<file path="src/rtl/uart_echo_fifo_pkg.sv">
`default_nettype none
// ============================================================================
//  Module      : uart_echo_fifo_pkg
//  Description : Shared definitions for the UART echo block.
//                - parity-mode constants
//                - RX/TX state encodings
//                - clog2 and parity helper functions
//  Revision    : 1.0 - initial release
// ============================================================================
package uart_echo_fifo_pkg;

    // Parity modes
    localparam int c_PAR_NONE = 0;
    localparam int c_PAR_EVEN = 1;
    localparam int c_PAR_ODD  = 2;

    typedef logic [2:0] rx_state_t;
    typedef logic [2:0] tx_state_t;

    // Receiver states
    localparam logic [2:0] c_RX_IDLE      = 3'd0;
    localparam logic [2:0] c_RX_START     = 3'd1;
    localparam logic [2:0] c_RX_DATA      = 3'd2;
    localparam logic [2:0] c_RX_PARITY    = 3'd3;
    localparam logic [2:0] c_RX_STOP      = 3'd4;
    localparam logic [2:0] c_RX_WAIT_IDLE = 3'd5;

    // Transmitter states
    localparam logic [2:0] c_TX_IDLE   = 3'd0;
    localparam logic [2:0] c_TX_START  = 3'd1;
    localparam logic [2:0] c_TX_DATA   = 3'd2;
    localparam logic [2:0] c_TX_PARITY = 3'd3;
    localparam logic [2:0] c_TX_STOP   = 3'd4;

    // Ceiling log2; returns 0 for values of 0 or 1.
    function automatic int clog2(input int value);
        int r;
        r = 0;
        while ((1 << r) < value) begin
            r = r + 1;
        end
        return r;
    endfunction

    // Parity bit that makes the frame satisfy the requested mode. Narrow
    // characters are zero-extended, which does not change the XOR.
    function automatic logic parity_bit(input logic [7:0] data, input int mode);
        if (mode == c_PAR_ODD) begin
            return ~(^data);
        end
        return ^data;
    endfunction

endpackage
`default_nettype wire

</file>
<file path="src/rtl/sync_fifo.sv">
`default_nettype none
// ============================================================================
//  Module      : sync_fifo
//  Description : Single-clock FIFO with first-word-fall-through read data.
//                A write to a full FIFO is dropped and flagged via
//                o_overflow, unless a pop happens in the same cycle.
//  Ports       : clk, rst        - clock, synchronous active-high reset
//                i_wr_en/i_wr_data - write request and data
//                i_rd_en          - pop request (ignored when empty)
//                o_rd_data        - current head entry
//                o_count          - occupancy
//                o_empty          - FIFO empty
//                o_overflow       - 1-cycle pulse on a dropped write
//  Revision    : 1.0 - initial release
// ============================================================================
module sync_fifo
    import uart_echo_fifo_pkg::*;
#(
    parameter int WIDTH = 8,
    parameter int DEPTH = 16
) (
    input  logic                    clk,
    input  logic                    rst,
    input  logic                    i_wr_en,
    input  logic [WIDTH-1:0]        i_wr_data,
    input  logic                    i_rd_en,
    output logic [WIDTH-1:0]        o_rd_data,
    output logic [clog2(DEPTH):0]   o_count,
    output logic                    o_empty,
    output logic                    o_overflow
);

    localparam int              c_AW   = clog2(DEPTH);
    localparam logic [c_AW:0]   c_FULL = DEPTH[c_AW:0];

    logic [WIDTH-1:0] r_mem [DEPTH];
    logic [c_AW-1:0]  r_wptr;
    logic [c_AW-1:0]  r_rptr;
    logic [c_AW:0]    r_count;

    logic w_full;
    logic w_do_rd;
    logic w_do_wr;

    assign w_full  = (r_count == c_FULL);
    assign o_empty = (r_count == '0);
    assign w_do_rd = i_rd_en && !o_empty;
    // A pop in the same cycle frees the slot, so a write to a full FIFO
    // is still accepted then.
    assign w_do_wr = i_wr_en && (!w_full || w_do_rd);

    assign o_rd_data  = r_mem[r_rptr];
    assign o_count    = r_count;
    assign o_overflow = i_wr_en && w_full && !w_do_rd;

    always_ff @(posedge clk) begin
        if (w_do_wr) begin
            r_mem[r_wptr] <= i_wr_data;
        end
    end

    // Power-of-two depth: pointers wrap naturally.
    always_ff @(posedge clk) begin
        if (rst) begin
            r_wptr  <= '0;
            r_rptr  <= '0;
            r_count <= '0;
        end else begin
            if (w_do_wr) begin
                r_wptr <= r_wptr + 1'b1;
            end
            if (w_do_rd) begin
                r_rptr <= r_rptr + 1'b1;
            end
            case ({w_do_wr, w_do_rd})
                2'b10:   r_count <= r_count + 1'b1;
                2'b01:   r_count <= r_count - 1'b1;
                default: r_count <= r_count;
            endcase
        end
    end

endmodule
`default_nettype wire

</file>
<file path="src/rtl/uart_echo_fifo.sv">
`default_nettype none
// ============================================================================
//  Module      : uart_echo_fifo
//  Description : UART receiver feeding a FIFO that drains into a UART
//                transmitter, so accepted characters are echoed back.
//  Ports       : clkIN        - clock, all logic on rising edge
//                resetIN      - synchronous active-high reset
//                rxIN         - asynchronous serial input, idle high
//                echoEnIN     - 1 lets the FIFO drain to TX
//                clearIN      - pulse, clears sticky error flags
//                txOUT        - serial output, idle high
//                rxDataOUT    - last accepted character
//                rxValidOUT   - 1-cycle pulse per accepted character
//                fifoCountOUT - FIFO occupancy
//                overflowOUT, parityErrOUT, frameErrOUT - sticky errors
//                nBusyOUT     - 1 while TX is idle
//  Revision    : 1.0 - initial release
// ============================================================================
module uart_echo_fifo
    import uart_echo_fifo_pkg::*;
#(
    parameter int CLK_FREQ   = 5_760_000,
    parameter int BAUD_RATE  = 9600,
    parameter int DATA_BITS  = 8,
    parameter int PARITY     = 0,
    parameter int STOP_BITS  = 1,
    parameter int FIFO_DEPTH = 16
) (
    input  logic                         clkIN,
    input  logic                         resetIN,
    input  logic                         rxIN,
    input  logic                         echoEnIN,
    input  logic                         clearIN,
    output logic                         txOUT,
    output logic [DATA_BITS-1:0]         rxDataOUT,
    output logic                         rxValidOUT,
    output logic [clog2(FIFO_DEPTH):0]   fifoCountOUT,
    output logic                         overflowOUT,
    output logic                         parityErrOUT,
    output logic                         frameErrOUT,
    output logic                         nBusyOUT
);

    localparam int               c_CPB        = CLK_FREQ / BAUD_RATE;
    localparam int               c_CW         = clog2(c_CPB) + 1;
    localparam int               c_CPB_M1     = c_CPB - 1;
    localparam int               c_HALF_M1    = (c_CPB / 2) - 1;
    localparam int               c_DB_M1      = DATA_BITS - 1;
    localparam int               c_SB_M1      = STOP_BITS - 1;
    localparam logic [c_CW-1:0]  c_BAUD_LAST  = c_CPB_M1[c_CW-1:0];
    localparam logic [c_CW-1:0]  c_HALF_LAST  = c_HALF_M1[c_CW-1:0];
    localparam logic [3:0]       c_DATA_LAST  = c_DB_M1[3:0];
    localparam logic [3:0]       c_STOP_LAST  = c_SB_M1[3:0];

    // ------------------------------------------------------------------
    // Receiver
    // ------------------------------------------------------------------
    logic                  r_rx_meta;
    logic                  r_rx_sync;
    logic                  r_rx_prev;
    rx_state_t             r_rx_state;
    logic [c_CW-1:0]       r_rx_baud;
    logic [3:0]            r_rx_idx;
    logic [DATA_BITS-1:0]  r_rx_shift;
    logic                  r_rx_par_bad;
    logic                  r_rx_valid;
    logic [DATA_BITS-1:0]  r_rx_data;
    logic                  r_par_err;
    logic                  r_frame_err;

    always_ff @(posedge clkIN) begin
        if (resetIN) begin
            r_rx_meta    <= 1'b1;
            r_rx_sync    <= 1'b1;
            r_rx_prev    <= 1'b1;
            r_rx_state   <= c_RX_IDLE;
            r_rx_baud    <= '0;
            r_rx_idx     <= '0;
            r_rx_shift   <= '0;
            r_rx_par_bad <= 1'b0;
            r_rx_valid   <= 1'b0;
            r_rx_data    <= '0;
            r_par_err    <= 1'b0;
            r_frame_err  <= 1'b0;
        end else begin
            r_rx_meta  <= rxIN;
            r_rx_sync  <= r_rx_meta;
            r_rx_prev  <= r_rx_sync;
            r_rx_valid <= 1'b0;
            // Clear first; a set later in this block wins, so an error in
            // the same cycle as clearIN still reads back as 1.
            r_par_err   <= r_par_err & ~clearIN;
            r_frame_err <= r_frame_err & ~clearIN;

            case (r_rx_state)
                c_RX_IDLE: begin
                    r_rx_baud <= '0;
                    if (r_rx_prev && !r_rx_sync) begin
                        r_rx_state <= c_RX_START;
                    end
                end

                // Mid-start-bit check rejects short glitches silently.
                c_RX_START: begin
                    if (r_rx_baud == c_HALF_LAST) begin
                        r_rx_baud    <= '0;
                        r_rx_idx     <= '0;
                        r_rx_par_bad <= 1'b0;
                        r_rx_state   <= r_rx_sync ? c_RX_IDLE : c_RX_DATA;
                    end else begin
                        r_rx_baud <= r_rx_baud + 1'b1;
                    end
                end

                c_RX_DATA: begin
                    if (r_rx_baud == c_BAUD_LAST) begin
                        r_rx_baud  <= '0;
                        r_rx_shift <= {r_rx_sync, r_rx_shift[DATA_BITS-1:1]};
                        if (r_rx_idx == c_DATA_LAST) begin
                            r_rx_idx   <= '0;
                            r_rx_state <= (PARITY != c_PAR_NONE) ? c_RX_PARITY : c_RX_STOP;
                        end else begin
                            r_rx_idx <= r_rx_idx + 1'b1;
                        end
                    end else begin
                        r_rx_baud <= r_rx_baud + 1'b1;
                    end
                end

                // A bad parity is remembered and the frame still runs to
                // its stop bits so the line is resynchronised normally.
                c_RX_PARITY: begin
                    if (r_rx_baud == c_BAUD_LAST) begin
                        r_rx_baud  <= '0;
                        r_rx_idx   <= '0;
                        r_rx_state <= c_RX_STOP;
                        if (r_rx_sync != parity_bit(8'(r_rx_shift), PARITY)) begin
                            r_rx_par_bad <= 1'b1;
                            r_par_err    <= 1'b1;
                        end
                    end else begin
                        r_rx_baud <= r_rx_baud + 1'b1;
                    end
                end

                c_RX_STOP: begin
                    if (r_rx_baud == c_BAUD_LAST) begin
                        r_rx_baud <= '0;
                        if (!r_rx_sync) begin
                            r_frame_err <= 1'b1;
                            r_rx_state  <= c_RX_WAIT_IDLE;
                        end else if (r_rx_idx == c_STOP_LAST) begin
                            r_rx_state <= c_RX_IDLE;
                            if (!r_rx_par_bad) begin
                                r_rx_valid <= 1'b1;
                                r_rx_data  <= r_rx_shift;
                            end
                        end else begin
                            r_rx_idx <= r_rx_idx + 1'b1;
                        end
                    end else begin
                        r_rx_baud <= r_rx_baud + 1'b1;
                    end
                end

                c_RX_WAIT_IDLE: begin
                    r_rx_baud <= '0;
                    if (r_rx_sync) begin
                        r_rx_state <= c_RX_IDLE;
                    end
                end

                default: begin
                    r_rx_state <= c_RX_IDLE;
                    r_rx_baud  <= '0;
                end
            endcase
        end
    end

    // ------------------------------------------------------------------
    // FIFO
    // ------------------------------------------------------------------
    logic [DATA_BITS-1:0]         w_fifo_head;
    logic [clog2(FIFO_DEPTH):0]   w_fifo_count;
    logic                         w_fifo_empty;
    logic                         w_fifo_ovf;
    logic                         w_pop;
    logic                         r_overflow;

    // The registered valid pulse doubles as the write strobe, so the write
    // lands in the same cycle rxValidOUT is high.
    sync_fifo #(
        .WIDTH (DATA_BITS),
        .DEPTH (FIFO_DEPTH)
    ) u_fifo (
        .clk        (clkIN),
        .rst        (resetIN),
        .i_wr_en    (r_rx_valid),
        .i_wr_data  (r_rx_data),
        .i_rd_en    (w_pop),
        .o_rd_data  (w_fifo_head),
        .o_count    (w_fifo_count),
        .o_empty    (w_fifo_empty),
        .o_overflow (w_fifo_ovf)
    );

    always_ff @(posedge clkIN) begin
        if (resetIN) begin
            r_overflow <= 1'b0;
        end else begin
            r_overflow <= (r_overflow & ~clearIN) | w_fifo_ovf;
        end
    end

    // ------------------------------------------------------------------
    // Transmitter
    // ------------------------------------------------------------------
    tx_state_t             r_tx_state;
    logic [c_CW-1:0]       r_tx_baud;
    logic [3:0]            r_tx_idx;
    logic [DATA_BITS-1:0]  r_tx_shift;
    logic                  r_tx_par;
    logic                  r_tx;

    // echoEnIN is only consulted here, so dropping it never cuts a
    // character short.
    assign w_pop = (r_tx_state == c_TX_IDLE) && echoEnIN && !w_fifo_empty;

    always_ff @(posedge clkIN) begin
        if (resetIN) begin
            r_tx_state <= c_TX_IDLE;
            r_tx_baud  <= '0;
            r_tx_idx   <= '0;
            r_tx_shift <= '0;
            r_tx_par   <= 1'b0;
            r_tx       <= 1'b1;
        end else begin
            case (r_tx_state)
                c_TX_IDLE: begin
                    r_tx_baud <= '0;
                    r_tx_idx  <= '0;
                    if (w_pop) begin
                        r_tx_shift <= w_fifo_head;
                        r_tx_par   <= parity_bit(8'(w_fifo_head), PARITY);
                        r_tx       <= 1'b0;
                        r_tx_state <= c_TX_START;
                    end
                end

                c_TX_START: begin
                    if (r_tx_baud == c_BAUD_LAST) begin
                        r_tx_baud  <= '0;
                        r_tx       <= r_tx_shift[0];
                        r_tx_shift <= r_tx_shift >> 1;
                        r_tx_idx   <= '0;
                        r_tx_state <= c_TX_DATA;
                    end else begin
                        r_tx_baud <= r_tx_baud + 1'b1;
                    end
                end

                c_TX_DATA: begin
                    if (r_tx_baud == c_BAUD_LAST) begin
                        r_tx_baud <= '0;
                        if (r_tx_idx == c_DATA_LAST) begin
                            r_tx_idx <= '0;
                            if (PARITY != c_PAR_NONE) begin
                                r_tx       <= r_tx_par;
                                r_tx_state <= c_TX_PARITY;
                            end else begin
                                r_tx       <= 1'b1;
                                r_tx_state <= c_TX_STOP;
                            end
                        end else begin
                            r_tx       <= r_tx_shift[0];
                            r_tx_shift <= r_tx_shift >> 1;
                            r_tx_idx   <= r_tx_idx + 1'b1;
                        end
                    end else begin
                        r_tx_baud <= r_tx_baud + 1'b1;
                    end
                end

                c_TX_PARITY: begin
                    if (r_tx_baud == c_BAUD_LAST) begin
                        r_tx_baud  <= '0;
                        r_tx_idx   <= '0;
                        r_tx       <= 1'b1;
                        r_tx_state <= c_TX_STOP;
                    end else begin
                        r_tx_baud <= r_tx_baud + 1'b1;
                    end
                end

                c_TX_STOP: begin
                    if (r_tx_baud == c_BAUD_LAST) begin
                        r_tx_baud <= '0;
                        if (r_tx_idx == c_STOP_LAST) begin
                            r_tx_state <= c_TX_IDLE;
                        end else begin
                            r_tx_idx <= r_tx_idx + 1'b1;
                        end
                    end else begin
                        r_tx_baud <= r_tx_baud + 1'b1;
                    end
                end

                default: begin
                    r_tx_state <= c_TX_IDLE;
                    r_tx       <= 1'b1;
                end
            endcase
        end
    end

    assign txOUT        = r_tx;
    assign rxDataOUT    = r_rx_data;
    assign rxValidOUT   = r_rx_valid;
    assign fifoCountOUT = w_fifo_count;
    assign overflowOUT  = r_overflow;
    assign parityErrOUT = r_par_err;
    assign frameErrOUT  = r_frame_err;
    assign nBusyOUT     = (r_tx_state == c_TX_IDLE);

endmodule
`default_nettype wire

</file>
<file path="config.mk">
export PLATFORM = sky130hd
export DESIGN_NAME = uart_echo_fifo
export DESIGN_NICKNAME = d
export VERILOG_FILES = /design/src/rtl/uart_echo_fifo_pkg.sv /design/src/rtl/sync_fifo.sv /design/src/rtl/uart_echo_fifo.sv
export SDC_FILE = /design/constraint.sdc
export NUM_CORES = 1
export LEC_CHECK = 0
export ABC_AREA = 1
export BUFFER_PORTS_ARGS = -buffer_cell sky130_fd_sc_hd__buf_2
export CORE_MARGIN = 4
export CORE_UTILIZATION = 54
export DETAILED_ROUTE_END_ITERATION = 10
export GPL_TIMING_DRIVEN = 0
export PLACE_DENSITY = 0.71
export SLEW_MARGIN = 5
export SYNTH_ARGS = -nofsm -noshare
export SYNTH_HDL_FRONTEND = slang
export SYNTH_HIERARCHICAL = 1
export SYNTH_SLANG_ARGS = --single-unit
</file>
<file path="constraint.sdc">
create_clock -name clkIN -period 5.91 [get_ports clkIN]
set_input_delay 0.8865 -clock clkIN [delete_from_list [all_inputs] [get_ports clkIN]]
set_output_delay 0.8865 -clock clkIN [all_outputs]
set_load 0.02 [all_outputs]
</file>
---- Yosys cells after proc, flatten, opt, wreduce, memory -nomap -nowiden ----
Memories as Yosys holds them, arrays and structs flattened. A register that Yosys moved wholly into a read port is not among the register bits.
Index checks and enable logic that the tools add are counted.
cells by class
  add/sub/neg operators ................... 8
  multiply operators ...................... 0
  divide/modulo/power cells ............... 0
  $lt $le $gt $ge ......................... 0
  equality and inequality tests ........... 39
  shifts and indexed selects .............. 0
  muxes and demuxes ....................... 65
  bitwise gates (word level) .............. 11
  reductions and logical operators ........ 37
operators by type and width
  operator               number
  $mux 4                 14
  $mux 3                 16
  $pmux 11 s2            2
  $ne 2x2->1 const B     18
  $mux 11                3
  $mux 8                 4
  $pmux 4 s4             2
  $pmux 8 s3             1
  $add 11x1->11 const B  2
  $eq 11x10->1 const B   2
  $reduce_and 5->1       4
  $pmux 3 s6             1
  $mux 1                 17
  $add 4x1->4 const B    4
  $pmux 3 s5             1
  $reduce_and 7->1       2
  $eq 3x2->1 const B     4
  $eq 11x9->1 const B    1
  $pmux 5 s2             1
  $eq 3x3->1 const B     3
  $eq 4x3->1 const B     2
  $logic_not 4->1        2
  $reduce_and 8->1       1
  $reduce_bool 4->1      2
  other kinds (29)       51
storage, ports and cells
  flip-flop bits (word level) ............. 82
  latch bits .............................. 0
  bits in writable memories ............... 128
  bits in read-only memories .............. 0
  input bits .............................. 5
  output and inout port bits .............. 19
  memories kept ........................... 1
memory list
  memory        depth  bits a word  rd ports  clocked after Yosys merged registers in  write ports  RTL line         source
  u_fifo.r_mem  16     8            1         1                                        1            sync_fifo.sv:36  logic [WIDTH-1:0] r_mem [DEPTH];

---- Logic depth before layout (Yosys ltp) ----
Gate-level depths: netlist of the first run.
  word-level depth ........................ 8
  depth in mapped cells ................... 17
  mapped depth without buffers ............ 17

---- By module ----
Netlist of the first run, hierarchy kept.
by module, submodules not included
  module          instances  cells each  area an instance (µm²)
  sync_fifo       1          478         6090.8
  uart_echo_fifo  1          503         3502.1

---- Worst setup path after synthesis of the first run ----
OpenSTA, ideal clock, no wires.
  kind .................................... input port to flip-flop
  start ................................... input port echoEnIN
  end ..................................... memory u_fifo.r_mem[0][0] (enable)
  library setup time ...................... 370 ps
  data arrival time ....................... 2107 ps
  required time ........................... 5540 ps
  path slack .............................. 3432 ps
  cell stages on the path ................. 8
  path buffers ............................ 0
  path through ............................ inv_1 -> nor3_4 -> nor2_1 -> nand3_1 -> nand2_2 -> inv_2 -> nand2_1 -> nor2_1
between the ends
  word-level cells in the longest chain between the ends .. 7
RTL lines
  what                             RTL line               source
  start: declaration               uart_echo_fifo.sv:32   input logic echoEnIN,
  $logic_and 1x1->1 (2 in series)  uart_echo_fifo.sv:228  assign w_pop = (r_tx_state == c_TX_IDLE) && echoEnIN && !w_fifo_empty;
  via w_pop                        uart_echo_fifo.sv:188  logic w_pop;
  $logic_and 1x1->1                sync_fifo.sv:47        assign w_do_rd = i_rd_en && !o_empty;
  $logic_or 1x1->1                 sync_fifo.sv:50        assign w_do_wr = i_wr_en && (!w_full || w_do_rd);
  $logic_and 1x1->1                sync_fifo.sv:50
  $mux 1                           sync_fifo.sv:57        if (w_do_wr) begin
  $mux 1 (not written as such)     sync_fifo.sv:58        r_mem[r_wptr] <= i_wr_data;
  end: declaration                 sync_fifo.sv:36
The timed path passes the listed nets, and every way through them passes these cells.

---- Worst setup path after layout of the first run ----
  start ................................... register u_fifo.r_count[0] (netlist: u_fifo/o_count[0])
  end ..................................... memory u_fifo.r_mem[14][0] (enable)
between the ends
  word-level cells in the longest chain between the ends .. 8
RTL lines
  what                          RTL line               source
  start: declaration            sync_fifo.sv:39        logic [c_AW:0] r_count;
  start signal: assignment      sync_fifo.sv:76        2'b10: r_count <= r_count + 1'b1;
  start signal: assignment      sync_fifo.sv:77        2'b01: r_count <= r_count - 1'b1;
  start signal: assignment      sync_fifo.sv:78        default: r_count <= r_count;
  $logic_not 5->1               sync_fifo.sv:46        assign o_empty = (r_count == '0);
  via w_fifo_empty              uart_echo_fifo.sv:186  logic w_fifo_empty;
  $logic_not 1->1               uart_echo_fifo.sv:228
  $logic_and 1x1->1             uart_echo_fifo.sv:228
  via w_pop                     uart_echo_fifo.sv:188
  $logic_and 1x1->1             sync_fifo.sv:47
  $logic_or 1x1->1              sync_fifo.sv:50
  $logic_and 1x1->1             sync_fifo.sv:50
  $mux 1                        sync_fifo.sv:57
  $mux 1 (not written as such)  sync_fifo.sv:58
The timed path passes the listed nets, and every way through them passes these cells.

==> flow_summary.ini, run 1 <==
[run_status]
status = finished clean

[final_layout]
drive_gt1_share_pct = 10.44
fill_cells = 1460
final_common_cell = edfxtp_1
synthToLayoutAreaGrowth_pct = 11.19
final_cell_mix = 128 x edfxtp_1, 127 x inv_1, 117 x nand2_1, 93 x nor2_1, 86 x dfxtp_1
final_net_count = 1047
finalInstanceArea_um2 = 10670
insertedDiodeCount = 0

[power_and_ir_drop]
ir_drop_v = 0.0003285
power_density_nw_per_um2 = 309.7
leakagePower_nw = 3.875

[sta]
fin_skew_ns = 0.03438
fmax_ghz = 0.3467
rsz0062_at_grt = no
finalSetupViolCount = 0
max_slew_margin_pct = 36.37
min_period_ns = 2.884
hold_viol = 0
fin_setup_tns_ns = 0
period_share_pct = 48.80
setup_slack_ns = 3.026
tightest_slew_ns = 0.9509
drv_slew = 0

[worst_setup_path]
startpoint_type = flip-flop
crit_buf_inv = 2
crit_type = reg -> reg
path_delay_family = simple AND/OR/NAND/NOR gates
crit_arrival_ns = 3.00
required_ns = 6.02
crit_chain = nor2_2, nand3_4, inv_1, nor3_4, nor2_1, nand3_1, nand2_2, inv_2, nand2_1, nor2_1
crit_top_cell = nor2_1
worstSetupEndpointType = flip-flop
slowest_delay_ns = 0.72
cp_slowest_cell = nor2_1
critical_path.max_fanout = 8
ff2ff_setup_slack_ns = 3.03

[route]
routedWlPerCell_um = 16.13
vias_per_cell = 5.470
drt_iter0_markers = 432
wl_mm = 20.47
dr.pass1.iters = 5
via_count = 6942
ant_nets = 0
drc = 0

[job]
drv_cap = 0

[global_routing]
grt_pass1_wl_mm = 33.50
antenna_found_initial = 0
grt_pass1_vias = 6699
grt-ovfl-total = 0
grt_use_total_pct = 20.84
grt_start_max_net_pins = 19

[die]
die_x_um = 141.3
core_area_um2 = 17360
dieArea_um2 = 19960
initial_utilization_pct = 55.27
io_pins = 24
rows = 48
die_y_um = 141.3

[synth]
synth-edff-count = 128
avgSynthCellArea_um2 = 9.779
synth_fa_ha_area_share_pct = 1.826
synth.cell_area_um2 = 9593
synth_ff_type = edfxtp_1
ys_types = 45
synth-async-reset-ratio_pct = 0
synth_top_area_cell = edfxtp_1
yosysWarnings = 6
ys_top_cells_by_area = edfxtp_1 40%, dfxtp_1 18%, inv_1 5.0%, nand2_1 4.6%, o21ai_0 4.4%
synth_cells = 981
yosys.area_share.simple_pct = 15.08
ys_ff_latch = 214
synth_compound_area_share_pct = 13.32
syn-num-nets = 1000
muxShareOfSynthArea_pct = 3.339
synth_top_family_by_area = simple AND/OR/NAND/NOR gates
synth_xor_xnor_area_share_pct = 1.096
synth-seq-area-share_pct = 58.01
synth.top_cell.area_share_pct = 40.07

[cts]
numCtsBuffers = 22
clock_latency_ns = 0.52
ctsHoldBuffers = 0
cts_tree = done
htreeDepth = 1
post_cts_buffers = 0
root_buffer = clkbuf_16
path_clk_slew_ns = 0.06
post_cts_resized = 0
clockBufferDepth = 3
clkSinkCount = 214

[placement]
placed_cell_area_um2 = 9990
routabilityCongestion = 0.8696
preCtsSetupSlack_ns = 2.759
hpwl_mm = 13.92
portBuffers = 23

[hold_path]
hold_class = reg -> reg
## layer usage
layer	vias to the layer above	share of wire (%)	track usage (%)	wire length, um
li1	3453	-	-	-
met1	3254	45	28.79	9239
met2	195	46	33.61	9418
met3	40	6.3	3.707	1299
met4	0	2.5	6.833	510
met5	-	0	0	0
## flip-flops by register name, summed over array words and instances (netlist names), named ones only
signal / cells
frameErrOUT: 1
overflowOUT: 1
parityErrOUT: 1
r_rx_baud: 11
r_rx_idx: 4
r_rx_meta: 1
r_rx_par_bad: 1
r_rx_prev: 1
r_rx_shift: 8
r_rx_state: 3
r_rx_sync: 1
r_tx_baud: 11
r_tx_idx: 4
r_tx_shift: 8
r_tx_state: 3
rxDataOUT: 8
rxValidOUT: 1
txOUT: 1
u_fifo/o_count: 5
u_fifo/r_mem: 128
u_fifo/r_rptr: 4
u_fifo/r_wptr: 4
## synth_stat cells (11+ instances only)
cell type	instances
nor2_1	93
mux2i_1	32
ha_1	14
nand2_1	117
clkbuf_1	20
dfxtp_1	86
nand4_1	12
o211ai_1	34
o21ai_0	84
a21oi_1	83
nand3_1	41
inv_1	127
edfxtp_1	128
a211oi_1	11
## final timing paths
| check | from | to | cells past startpoint |
|---|---|---|---|
| worst max-delay path | u_fifo/o_count[0]$_SDFFE_PP0P_ | u_fifo/r_mem[14][0]$_DFFE_PP_ | 10 |
| worst min-delay path | r_rx_meta$_SDFF_PP1_ | r_rx_sync$_SDFF_PP1_ | 1 |
| worst max register to register | u_fifo/o_count[0]$_SDFFE_PP0P_ | u_fifo/r_mem[14][0]$_DFFE_PP_ | 10 |
| worst min register to register | r_rx_meta$_SDFF_PP1_ | r_rx_sync$_SDFF_PP1_ | 1 |
## cells by family (layout without fill, tap and decap cells)
| group | Yosys count | count (layout) |
|---|---|---|
| AND/OR/NAND/NOR | 311 | 311 |
| AO/OA/AOI/OAI | 227 | 227 |
| flip-flops | 214 | 214 |
| buffers and inverters | 171 | 234 |
| multiplexers | 32 | 32 |
| adder cells (fa/ha/maj) | 14 | 14 |
| XOR/XNOR | 12 | 12 |
## area by class of cell
type	instances	area [um2]	area share (%)
tap	225	281.5	2.639
inverter	136	513.0	4.809
timing repair buffer	23	115.1	1.079
clock inverter	4	33.78	0.3167
buffer	35	190.2	1.783
clock buffer	36	643.1	6.029
multi-input combinational	596	3324	31.17
sequential	214	5565	52.18
## per-stage QoR
stage	util, %	hold slack [ns]	cells	total power, mW
2_1_floorplan	-	0.3895	981	1.956
5_1_grt	61.45	0.4449	1269	3.460
3_5_place_dp	57.55	0.4098	1229	2.040
4_1_cts	61.45	0.4193	1269	3.329
3_3_place_gp	57.55	0.3970	1229	2.031
6_report	61.45	0.4155	1269	3.304
## report_power, final
| part | switching [mW] | internal, mW |
|---|---|---|
| clock network | 0.547 | 0.745 |
| logic | 0.246 | 0.123 |
| registers | 0.0311 | 1.61 |
(Power assumes the default switching activity.)
==> run 2: changes to the inputs <==
--- a/config.mk
+++ b/config.mk
@@ -11,7 +11,7 @@
 export CORE_UTILIZATION = 54
 export DETAILED_ROUTE_END_ITERATION = 10
 export GPL_TIMING_DRIVEN = 0
-export PLACE_DENSITY = 0.71
+export PLACE_DENSITY = 0.74
 export SLEW_MARGIN = 5
 export SYNTH_ARGS = -nofsm -noshare
 export SYNTH_HDL_FRONTEND = slang
==> constraint.sdc (replaced) <==
create_clock -name clkIN -period 2.4 [get_ports clkIN]
set_input_delay 0.36 -clock clkIN [delete_from_list [all_inputs] [get_ports clkIN]]
set_output_delay 0.36 -clock clkIN [all_outputs]
set_load 0.02 [all_outputs]
==> run 2 against run 1 <==
Net effect:
- power increased to 2.6 times the previous value
- worst setup slack lost 2.9 ns
- critical path type unchanged
- sequential cell count is the same
- sequential power rose by 150%
- largest cell class unchanged
- via count is 4.7% higher
==> flow_summary.ini, run 2 (synthesis results as in run 1) <==
[power_and_ir_drop]
cellInternalPower_mw = 6.400
power_mw = 8.551
swShare_pct = 25.15
leakagePower_nw = 4.002
combPwrFrac_pct = 10.5
p_sw_mw = 2.150
seq_power_share_pct = 47.3
clkPwrFrac_pct = 42.3
ir_drop_v = 0.0006414
power_density_nw_per_um2 = 773.9

[route]
drc = 0
drt_iter0_markers = 668
routedWlPerCell_um = 16.94
dr.pass1.iters = 5
via_count = 7265
vias_per_cell = 5.667
ant_nets = 0
wl_mm = 21.72

[worst_setup_path]
required_ns = 2.60
slowest_delay_ns = 0.39
crit_arrival_ns = 2.51
crit_type = reg -> reg
cp_slowest_cell = dfxtp_2
crit_chain = nor2_2, nand3_4, inv_1, nor3_4, nor2_1, nand3_1, nand2_2, inv_2, nand2_1, nor2_4
setup.worst_path.start = u_fifo/o_count[0]$_SDFFE_PP0P_
worstSetupEndpointType = flip-flop
reg2reg_from = u_fifo/o_count[0]$_SDFFE_PP0P_
crit_buf_inv = 2
critical_path.max_fanout = 8
startpoint_type = flip-flop
path_delay_family = simple AND/OR/NAND/NOR gates

[cts]
clkSinkCount = 214
root_buffer = clkbuf_16
cts_tree = done
htreeDepth = 1
numCtsBuffers = 23
clockBufferDepth = 3
clock_latency_ns = 0.53
path_clk_slew_ns = 0.06

[sta]
setup_slack_ns = 0.09133
rsz0062_at_grt = yes
drv_slew = 0
period_share_pct = 96.19
max_slew_margin_pct = 46.62
fmax_ghz = 0.4331
holdWs_ns = 0.02552
fin_setup_tns_ns = 0
finalSetupViolCount = 0
tightest_slew_ns = 0.7996
fin_skew_ns = 0.009485
hold_viol = 0
min_period_ns = 2.309

[final_layout]
insertedDiodeCount = 0
final_util_pct = 63.66
top_regs = u_fifo/r_mem x128, r_rx_baud x11, r_tx_baud x11
final_cell_mix = 128 x edfxtp_1, 127 x inv_1, 117 x nand2_1, 84 x o21ai_0, 83 x a21oi_1
synthToLayoutAreaGrowth_pct = 15.18
drive_gt1_share_pct = 14.10
largest_reg_flops = 128
final_cells = 1282
final_common_cell = edfxtp_1
final_net_count = 1059
fill_cells = 1359
top_register = u_fifo/r_mem
finalInstanceArea_um2 = 11050

[placement]
place_inst = 1229
hpwl_mm = 13.97
portBuffers = 23
routabilityCongestion = 0.9161
preCtsSetupSlack_ns = -0.4201
placed_cell_area_um2 = 9990

[global_routing]
grt-ovfl-total = 0
grt_use_total_pct = 21.88
grt_pass1_vias = 6954
antenna_found_initial = 0
grt_pass1_wl_mm = 35.01
grt_start_max_net_pins = 19

[die]
die_y_um = 141.3
core_area_um2 = 17360
dieArea_um2 = 19960
die_x_um = 141.3
rows = 48
initial_utilization_pct = 55.27
io_pins = 24

[run_status]
status = finished clean

[hold_path]
hold_class = in -> reg
min-delay-start = rxIN

[job]
drv_cap = 0
-- run 2: cell types whose count changed in the layout (fill, tap and decap cells not counted), moves of 2 or more --
| cell | previous run | this run |
|---|---|---|
| nor2_4 | 2 | 18 |
| dfxtp_1 | 86 | 82 |
| dfxtp_2 | 0 | 4 |
| buf_4 | 1 | 7 |
| clkinvlp_4 | 0 | 2 |
| buf_12 | 0 | 5 |
| clkinv_2 | 1 | 3 |
| nor2_1 | 93 | 77 |
| clkbuf_1 | 30 | 23 |
| bufinv_16 | 0 | 2 |
-- run 2: layout make-up --
class,count,area [um2],area share [%]
tap,225,281.5,2.548
buffer,35,190.2,1.721
multi-input combinational,596,3445,31.17
clock buffer,30,641.9,5.809
inverter,136,513.0,4.643
timing repair buffer,34,260.3,2.355
clock inverter,12,147.6,1.336
sequential,214,5570,50.41
-- run 2: worst reg2reg max path: stages, from the launching register on --
cell and delay, ns:
dfxtp_2 0.39, nor2_2 0.08, nand3_4 0.11, inv_1 0.08, nor3_4 0.25, nor2_1 0.07
nand3_1 0.10, nand2_2 0.14, inv_2 0.13, nand2_1 0.29, nor2_4 0.36
-- run 2: repair_timing --
action                     4_1_cts  5_1_grt
hold endpoints to repair         0        0
setup buffers                    9        2
gates resized for setup         31        5
hold buffers                     0        0
pin swaps                        7        3
cloned                           0        0
setup endpoints to repair      129      114
-- run 2: final timing paths --
kind                                  end  slack, ns  depth (start not counted)
max          u_fifo/r_mem[8][2]$_DFFE_PP_       0.09                         10
min                  r_rx_meta$_SDFF_PP1_       0.03                          2
max reg2reg  u_fifo/r_mem[8][2]$_DFFE_PP_       0.09                         10
min reg2reg          r_rx_sync$_SDFF_PP1_       0.43                          1
-- run 2: power groups by stage --
stage / clock network, mW / registers (mW) / logic, mW
floorplan: 0 / 4.11 / 0.705
global placement: 0 / 4.12 / 0.873
detailed placement: 0 / 4.12 / 0.887
CTS: 3.67 / 4.04 / 0.895
global route: 3.84 / 4.06 / 1.05
finish: 3.61 / 4.04 / 0.894
-- run 2: per-layer routing --
metal	part of all wire, %	vias up	track usage [%]
met3	8.2	56	3.707
met4	3.1	0	8.975
met5	0	-	0
met2	46	295	34.76
li1	-	3480	-
met1	43	3434	30.06
